### config.mk
export PLATFORM = sky130hd
export DESIGN_NAME = uart_frame_bit_counter
export DESIGN_NICKNAME = d
export VERILOG_FILES = /design/src/rtl/uart_frame_bit_counter.sv
export SDC_FILE = /design/constraint.sdc
export NUM_CORES = 1
export LEC_CHECK = 0
export CORE_ASPECT_RATIO = 0.9
export CORE_UTILIZATION = 25
export DETAILED_ROUTE_END_ITERATION = 16
export DONT_BUFFER_PORTS = 1
export GPL_TIMING_DRIVEN = 0
export REMOVE_ABC_BUFFERS = 1
export SYNTH_ARGS = -nofsm -noshare
export SYNTH_HDL_FRONTEND = slang
export SYNTH_SLANG_ARGS = --single-unit
### constraint.sdc
create_clock -name clk -period 3.25 [get_ports clk]
set_input_delay 0.65 -clock clk [delete_from_list [all_inputs] [get_ports clk]]
set_output_delay 0.65 -clock clk [all_outputs]
set_load 0.02 [all_outputs]
### src/rtl/uart_frame_bit_counter.sv
// UART frame bit counter: counts bit-time strobes through one frame and
// flags end-of-frame using a format latched when the frame starts.
//
// state | meaning
// ------+---------------------------------------------------------------
// IDLE  | no frame active, bit_idx held at 0, waiting for doit
// RUN   | frame in progress, each btu advances bit_idx
// FULL  | bit_idx reached frame_len, saturated; extra btu sets ovr
module uart_frame_bit_counter #(
   parameter int CNT_W     = 4,
   parameter int DBIT_W    = 2,
   parameter int DATA_BASE = 5
) (
   input  logic              clk,
   input  logic              reset,
   input  logic              doit,
   input  logic              btu,
   input  logic [DBIT_W-1:0] dbits,
   input  logic              pen,
   input  logic              stop2,
   output logic [CNT_W-1:0]  bit_idx,
   output logic [CNT_W-1:0]  frame_len,
   output logic              done,
   output logic              done_d1,
   output logic              ovr
);

   typedef enum logic [1:0] {
      IDLE = 2'd0,
      RUN  = 2'd1,
      FULL = 2'd2
   } state_t;

   state_t           state_q, state_n;
   logic [CNT_W-1:0] bit_idx_q, bit_idx_n;
   logic [CNT_W-1:0] frame_len_q, frame_len_n;
   logic             ovr_q, ovr_n;
   logic             done_d1_q;
   logic [CNT_W-1:0] len_calc;
   logic [CNT_W-1:0] bit_idx_inc;

   // Frame length for the format currently presented on the inputs:
   // start + data + optional parity + one or two stop bits.
   always_comb begin
      len_calc = CNT_W'(DATA_BASE + 1)
               + CNT_W'(dbits)
               + CNT_W'(pen)
               + (stop2 ? CNT_W'(2) : CNT_W'(1));
   end

   assign bit_idx_inc = bit_idx_q + CNT_W'(1);

   // Registered state, counter, latched format and sticky overrun.
   always_ff @(posedge clk or negedge reset) begin
      if (!reset) begin
         state_q     <= IDLE;
         bit_idx_q   <= '0;
         frame_len_q <= '0;
         ovr_q       <= 1'b0;
         done_d1_q   <= 1'b0;
      end else begin
         state_q     <= state_n;
         bit_idx_q   <= bit_idx_n;
         frame_len_q <= frame_len_n;
         ovr_q       <= ovr_n;
         done_d1_q   <= (state_q == FULL);
      end
   end

   // Next-state logic; doit low always wins and returns to a clean IDLE.
   always_comb begin
      state_n     = state_q;
      bit_idx_n   = bit_idx_q;
      frame_len_n = frame_len_q;
      ovr_n       = ovr_q;
      case (state_q)
         IDLE: begin
            bit_idx_n = '0;
            ovr_n     = 1'b0;
            if (doit) begin
               state_n     = RUN;
               frame_len_n = len_calc;
            end
         end
         RUN: begin
            if (!doit) begin
               state_n   = IDLE;
               bit_idx_n = '0;
               ovr_n     = 1'b0;
            end else if (btu) begin
               bit_idx_n = bit_idx_inc;
               if (bit_idx_inc == frame_len_q) begin
                  state_n = FULL;
               end
            end
         end
         FULL: begin
            if (!doit) begin
               state_n   = IDLE;
               bit_idx_n = '0;
               ovr_n     = 1'b0;
            end else if (btu) begin
               ovr_n = 1'b1;
            end
         end
         default: begin
            state_n   = IDLE;
            bit_idx_n = '0;
            ovr_n     = 1'b0;
         end
      endcase
   end

   assign bit_idx   = bit_idx_q;
   assign frame_len = frame_len_q;
   assign done      = (state_q == FULL);
   assign done_d1   = done_d1_q;
   assign ovr       = ovr_q;

endmodule

==> impl_metrics.toml <==
[synthesis]
yosys_warnings = 0
syn_avg_cell_area_um2 = 10.9
yosysSeqAreaShare = 0.432
synth_seq_cells = 12
syn_area_um2 = 694
syn_inst = 64
yosys.cell_types.count = 22

[setup_path]
r2r_slack_ns = 1.55
worst_ep_arrival_time_ns = 1.34
timing.rr.end = "state_q[0]"
worst-path-stages = 1
cp_max_fo = 7
end_kind = "output pin"
path_buf_inv = 0
critPathTopFamily = "simple AND/OR/NAND/NOR gates"
cp_slowest_cell = "nor2b_1"
cp-endpoint = "done"
reg2reg_from = "bit_idx[0]"
cp.required_ns = 2.60
crit_type = "reg -> out"
critPathMaxStageDelay_ns = 0.64
cp-start-kind = "flip-flop"
reg2reg_depth = 4
setup.worst_path.start = "state_q[0]"
crit_chain = "nor2b_1"

[final_layout]
antenna_cells = 0
fill_cells = 262
final_layout_size_suffix_gt1_frac = 0.106
area_delta_synth_final_pct = 7.57
nNetsFinal = 80

[placement]
port_buffers = 0
gp_congestion = 0.750
dp_hpwl_um = 1060

[floorplan]
dieWidth_um = 57.6
die_area_um2 = 2990
io_pins = 19
fp-row-count = 17
core_area_um2 = 2530
die_y_um = 52
initial_core_util = 0.274

[global_routing]
track_usage = 0.111
grt_pass1_wl_um = 2340
grt_max_degree = 13
overflow = 0
antenna_found_initial = 0
grt_pass1_vias = 502

[clock_tree]
cts_buffers = 3
clock-sinks = 12
cts_setup_buffers = 0
cts.path.max_buffers = 2
clock_latency_ns = 0.28
cts_tree = "built"
cts-resized-gates = 0
ctsHtreeMaxLevel = 1
root_buffer = "clkbuf_4"
clk_pin_slew_ns = 0.08
holdBufCountCts = 0

[power_and_ir_drop]
p_sw_mw = 0.116
p_comb_frac = 0.155
p_total_mw = 0.384
clock_power_share = 0.314
p_seq_frac = 0.531
p_leak_nw = 0.339
p_sw_frac = 0.303
peakVddDrop_v = 0.000255
p_int_mw = 0.267
power_density_nw_per_um2 = 514

[sta]
max_slew_margin = 0.473
layout_min_cycle_time_ns = 1.99
rsz0062_at_grt = "false"
maxSlewViolCount = 0
setup_violations = 0
fin_crit_sh = 0.614
finalClockSkew_ns = 0.00271
timing.fmax_ghz = 0.501
tightest_slew_ns = 0.789
hold_violations = 0
final.setup.tns_ns = 0

[drt]
dr_total_vias = 486
viasPerCell = 5.17
ant_nets = 0
drtIter0Drc = 4
drt_pass1_iterations = 10
drc = 1
wire_per_inst_um = 14.1
routed_wl_um = 1330

[status]
violations = "design-rule violations"
status = "finished, violations left"

[hold_path]
hold_path_class = "in -> async"

[flow_run]
cap_violations = 0
## worst min-delay path by stage
stage,endpoint,slack (ns)
after global routing,bit_idx[1],0.03
after detailed placement,done_d1,0.35
after global placement,done_d1,0.35
after floorplan,bit_idx[0],0.35
after CTS,bit_idx[1],0.05
final,bit_idx[1],0.06
## cells in the mapped netlist
master | number | area share
xor2_1 | 4 | 0.050
nand4_1 | 2 | 0.018
mux2_4 | 2 | 0.043
nand3_1 | 1 | 0.0072
dfrtp_1 | 12 | 0.43
a22oi_1 | 2 | 0.022
o311a_1 | 1 | 0.014
o21ai_0 | 4 | 0.029
o32ai_1 | 1 | 0.013
buf_4 | 1 | 0.011
buf_6 | 1 | 0.016
nor2b_1 | 4 | 0.036
or3b_1 | 1 | 0.013
nand2_1 | 8 | 0.043
ha_1 | 4 | 0.072
and3b_1 | 1 | 0.013
o41ai_1 | 1 | 0.013
fa_1 | 1 | 0.029
inv_1 | 5 | 0.027
a21boi_0 | 3 | 0.032
xnor2_1 | 4 | 0.050
mux2_2 | 1 | 0.016
## cells by family after synthesis
group	share of synthesized area
buffers and inverters	0.0541
AO/OA/AOI/OAI	0.123
adder cells (fa/ha/maj)	0.101
flip-flops	0.432
XOR/XNOR	0.101
AND/OR/NAND/NOR	0.130
multiplexers	0.0595
## state kept, by name, summed over array words and instances, names as in the netlist
register,count
ovr,1
frame_len,4
bit_idx,4
state_q,2
done_d1,1
## placed cells by master, fill, tap and decap left out, drive strengths merged, types with 2 or more instances in the layout
cell type  count
dfrtp         12
nand2          8
inv            5
nor2b          4
xor2           4
xnor2          4
o21ai          4
ha             4
clkbuf         4
a21boi         3
mux2           3
nand4          2
a22oi          2
## area by class of cell
cell class	count	area, µm²	share of cell area
clock buffer	4	36.3	0.0486
multi-input combinational	45	357	0.477
tap	28	35.0	0.0469
sequential	12	300	0.402
inverter	5	18.8	0.0251
## stage by stage
stage	instance area [µm²]	hold WS [ns]	util	setup slack, ns	std cells
after floorplan	676	0.354	-	1.55	62
after global placement	711	0.355	0.281	1.52	90
after detailed placement	711	0.355	0.281	1.46	90
after CTS	747	0.0467	0.295	1.25	94
after global routing	747	0.0313	0.295	1.18	94
final	747	0.0563	0.295	1.26	94
## power groups by stage
stage	combinational, mW	clock (mW)	sequential [mW]
after floorplan	0.0511	0	0.201
after global placement	0.0561	0	0.207
after detailed placement	0.0598	0	0.207
after CTS	0.0598	0.125	0.204
after global routing	0.0678	0.132	0.207
final	0.0594	0.120	0.204
## metal layers
| layer | vias up | track usage | routed length [µm] |
|---|---|---|---|
| li1 | 224 | - | - |
| met4 | 0 | 0.0854 | 38 |
| met3 | 4 | 0.0522 | 113 |
| met5 | - | 0 | 0 |
| met1 | 241 | 0.114 | 543 |
| met2 | 17 | 0.176 | 631 |
Note: power is estimated with default switching activity, not from simulation.
